### config.mk
export PLATFORM = sky130hd
export DESIGN_NAME = vga_timing_gen
export DESIGN_NICKNAME = d
export VERILOG_FILES = /design/src/rtl/vga_timing_gen.sv
export SDC_FILE = /design/constraint.sdc
export NUM_CORES = 1
export LEC_CHECK = 0
export ABC_AREA = 1
export CAP_MARGIN = 25
export CORE_UTILIZATION = 56
export DETAILED_ROUTE_END_ITERATION = 16
export GPL_TIMING_DRIVEN = 0
export HOLD_SLACK_MARGIN = 0.08
export PLACE_DENSITY = 0.9
export SLEW_MARGIN = 5
export SYNTH_ARGS = -nofsm -noshare
export SYNTH_HDL_FRONTEND = slang
export SYNTH_SLANG_ARGS = --single-unit
### constraint.sdc
create_clock -name clk_pix -period 2.4 [get_ports clk_pix]
set_input_delay 0.24 -clock clk_pix [delete_from_list [all_inputs] [get_ports clk_pix]]
set_output_delay 0.24 -clock clk_pix [all_outputs]
set_load 0.01 [all_outputs]
### src/rtl/vga_timing_gen.sv
// vga_timing_gen: lock-gated raster timing generator producing sync, data-enable and pixel coordinates
module vga_timing_gen #(
    parameter int H_ACTIVE = 640,
    parameter int H_FP     = 16,
    parameter int H_SYNC   = 96,
    parameter int H_BP     = 48,
    parameter int V_ACTIVE = 480,
    parameter int V_FP     = 10,
    parameter int V_SYNC   = 2,
    parameter int V_BP     = 33,
    parameter bit H_POL    = 1'b0,
    parameter bit V_POL    = 1'b0,
    parameter int CW       = 10
) (
    input  logic          clk_pix,
    input  logic          reset,
    input  logic          locked,
    output logic          running,
    output logic          hsync,
    output logic          vsync,
    output logic          de,
    output logic [CW-1:0] sx,
    output logic [CW-1:0] sy,
    output logic          line_start,
    output logic          frame_start
);
    localparam int H_TOTAL = H_ACTIVE + H_FP + H_SYNC + H_BP;
    localparam int V_TOTAL = V_ACTIVE + V_FP + V_SYNC + V_BP;
    logic          lk1, lk2;
    logic [CW-1:0] h, v;
    logic          h_end, v_end;
    logic          de_d, hs_d, vs_d, ls_d, fs_d;
    assign h_end = 32'(h) == H_TOTAL - 1;
    assign v_end = 32'(v) == V_TOTAL - 1;
    assign de_d  = lk2 && 32'(h) < H_ACTIVE && 32'(v) < V_ACTIVE;
    assign hs_d  = lk2 && 32'(h) >= H_ACTIVE + H_FP && 32'(h) < H_ACTIVE + H_FP + H_SYNC;
    assign vs_d  = lk2 && 32'(v) >= V_ACTIVE + V_FP && 32'(v) < V_ACTIVE + V_FP + V_SYNC;
    assign ls_d  = lk2 && h == '0;
    assign fs_d  = ls_d && v == '0;
    // two-flop synchronizer bringing the asynchronous lock indicator into the pixel domain
    always_ff @(posedge clk_pix) begin
        if (reset) begin
            lk1 <= 1'b0;
            lk2 <= 1'b0;
        end else begin
            lk1 <= locked;
            lk2 <= lk1;
        end
    end
    // raster counters, held at the origin whenever lock is absent so a new lock starts a fresh frame
    always_ff @(posedge clk_pix) begin
        if (reset || !lk2) begin
            h <= '0;
            v <= '0;
        end else begin
            h <= h_end ? '0 : h + 1'b1;
            if (h_end) v <= v_end ? '0 : v + 1'b1;
        end
    end
    // registered decode; coordinates are gated so they read zero whenever the raster is idle
    always_ff @(posedge clk_pix) begin
        if (reset) begin
            running     <= 1'b0;
            de          <= 1'b0;
            hsync       <= ~H_POL;
            vsync       <= ~V_POL;
            sx          <= '0;
            sy          <= '0;
            line_start  <= 1'b0;
            frame_start <= 1'b0;
        end else begin
            running     <= lk2;
            de          <= de_d;
            hsync       <= hs_d ? H_POL : ~H_POL;
            vsync       <= vs_d ? V_POL : ~V_POL;
            sx          <= lk2 ? h : '0;
            sy          <= lk2 ? v : '0;
            line_start  <= ls_d;
            frame_start <= fs_d;
        end
    end
endmodule
==> results_dict.tcl <==
set metrics [dict create \
    outcome "finished, final reports clean" \
    cts_hold_buf 0 \
    place_congestion 0.901 \
    finalClockSkew_ps 8.92 \
    multi_input_area_um2 741 \
    synth.top_cell.area_share_pct 51.8 \
    p_leak_nw 0.892 \
    viasPerCell 5.06 \
    synth-edff-count 0 \
    cp-end-kind "flop" \
    syn-num-nets 247 \
    die_x_um 59.6 \
    synthToLayoutAreaGrowth_pct 24.9 \
    yosysTopAreaCell "dfxtp_1" \
    hpwl_um 2760 \
    boundaryPins 29 \
    place_ws_ps 720 \
    drt_iter0_markers 98 \
    max_freq_mhz 646 \
    total_power_mw 1.51 \
    final_util_pct 74.7 \
    hold_class "in2reg" \
    netlist_instances 240 \
    wl_per_cell_um 12.5 \
    slew_headroom_pct 68.8 \
    grt_pass1_wl_um 6530 \
    antenna_found_initial 0 \
    dieHeight_um 59.6 \
    setup_tns_ps 0 \
    timing.max_cap.violations 0 \
    ant_nets 0 \
    finalCriticalPeriod_ps 1550 \
    rsz0062_at_grt "false" \
    synth_seq_cells 48 \
    layout.cells.most_common "nor2_1" \
    seq_area_um2 961 \
    period_share_pct 64.5 \
    r2r_end "v[4]$_SDFFE_PP0P_" \
    cts.htree.levels 2 \
    grt_overflow 0 \
    post-route-drc-count 0 \
    root_buffer "clkbuf_4" \
    slowest_stage "dfxtp_1" \
    syn_area_um2 1860 \
    hold_violations 0 \
    finalWirelength_um 3990 \
    post_cts_buffers 0 \
    vdd_drop_max_v 0.000518 \
    worstPathMaxFanout 8 \
    cts_resized 0 \
    crit_required_ps 2690 \
    hold_start "locked" \
    worst_pin_slew_ps 468 \
    grt_max_degree 16 \
    crit_type "reg2reg" \
    r2r-start "h[0]$_SDFF_PP0_" \
    fillers 240 \
    drive_gt1_share_pct 7.61 \
    clkLatencyLatePin_ps 380 \
    grt_usage_pct 26.0 \
    avgSynthCellArea_um2 7.73 \
    cp_common_cell "nand2_4" \
    rows 20 \
    setup_violations 0 \
    startpoint "h[0]$_SDFF_PP0_" \
    initial_core_util_pct 59.8 \
    startpoint_type "flop" \
    cellPowerDensity_nw_per_um2 652 \
    grt_pass1_vias 1437 \
    crit_chain "ha_1, nand3_1, nor2_4, nand2_4, nand2_4, nand2_2, inv_1, nor2_1" \
    layout.nets 282 \
    critPathArrivalTime_ps 1840 \
    setup_slack_ps 852 \
    clkTransAtPathRegs_ps 130 \
    finalMaxSlewViolations 0 \
    cts_tree "yes" \
    synthArstFlopShare_pct 0 \
    n_antenna_cell 0 \
    ys_top_cells_by_area "dfxtp_1 52%, nor2_1 11%, nand2_1 8.9%, inv_1 6.9%, nand3_1 3.8%" \
    port_buffers 28 \
    synthDistinctLibCells 24 \
    rrSetupSlack_ps 850 \
    cpPeakStageDelay_ps 400 \
    drt_pass1_iterations 4 \
    synth_warnings 0 \
    most-common-layout-cells "53 x nor2_1, 48 x dfxtp_1, 44 x nand2_1, 34 x inv_1, 28 x clkdlybuf4s50_1" \
    clockBufferDepth 2 \
    hold_depth 3 \
    dieArea_um2 3550 \
    ys.flop_type "dfxtp_1" \
    seq_area_frac_synth_pct 51.8 \
    cts_sinks 48 \
    hold_end "lk1$_SDFF_PP0_" \
    core-area_um2 3100 \
    reg2regPathDepth 8 \
    via_count 1618 \
    cts_buffers 5 \
]
==> layer usage <==
layer  track usage (%)  vias up  part of all wire [%]  wire length (um)
met5                 0        -                     0                 0
met4              13.0        0                   2.7               108
met3              9.61       10                   6.3               253
met2              40.9       59                    48              1920
met1              31.1      733                    43              1710
li1                  -      816                     -                 -
==> logic make-up after synthesis <==
group                    Yosys count  share of synthesized area [%]
AO/OA/AOI/OAI                     13                           3.84
XOR/XNOR                           1                          0.472
adder cells (fa/ha/maj)            4                           2.70
buffers and inverters             39                           8.29
flip-flops                        48                           51.8
AND/OR/NAND/NOR                  135                           32.9
==> Yosys cell counts (2+ instances only) <==
cell type and number:
nor2_1 53, dfxtp_1 48, nand2_1 44, inv_1 34, nand3_1 14, nand4_1 8, a21oi_1 7, ha_1 4
nand2_2 3, nor2_4 3, nor3_1 3, clkbuf_1 2, inv_2 2, nand2_4 2, nor4_1 2, o21ai_1 2
o22ai_1 2
==> worst max-delay path by stage <==
| stage | endpoint | slack (ps) |
|---|---|---|
| 2_1_floorplan | v[0]$_SDFFE_PP0P_ | 1090 |
| 3_3_place_gp | v[2]$_SDFFE_PP0P_ | 740 |
| 3_5_place_dp | v[2]$_SDFFE_PP0P_ | 720 |
| 4_1_cts | v[2]$_SDFFE_PP0P_ | 860 |
| 5_1_grt | v[7]$_SDFFE_PP0P_ | 690 |
| 6_report | v[4]$_SDFFE_PP0P_ | 850 |
==> area by class of cell <==
| cell class | count | area share (%) |
|---|---|---|
| Tap cell | 44 | 2.37 |
| Sequential cell | 48 | 41.4 |
| Clock buffer | 5 | 1.62 |
| Multi-Input combinational cell | 153 | 31.9 |
| Timing Repair Buffer | 28 | 12.1 |
| Buffer | 3 | 0.809 |
| Inverter | 36 | 5.83 |
| Clock inverter | 3 | 3.89 |
==> sequential cells by signal, indices dropped and copies added (netlist names) <==
name,flops
lk1,1
vsync,1
v,10
lk2,1
sx,10
line_start,1
running,1
hsync,1
frame_start,1
de,1
sy,10
h,10
==> report_power, final <==
group          internal (mW)  total (mW)  switching (mW)
clock network          0.429       0.686           0.257
registers              0.801       0.802         0.00139
logic                 0.0106      0.0247          0.0140
total                   1.24        1.51           0.273
==> worst max-delay path, delay by kind of cell, from the launching register on <==
family | cells | cell delay [ps]
buffers and inverters | 1 | 120
AND/OR/NAND/NOR | 6 | 730
flip-flops | 1 | 400
adder cells (fa/ha/maj) | 1 | 210
==> stage by stage <==
step | std cells | area [um^2] | hold slack (ps)
5_1_grt | 320 | 2320 | 371
4_1_cts | 320 | 2320 | 362
2_1_floorplan | 240 | 1860 | 311
6_report | 320 | 2320 | 369
3_5_place_dp | 312 | 2190 | 403
3_3_place_gp | 312 | 2190 | 393
(Power assumes the default switching activity.)
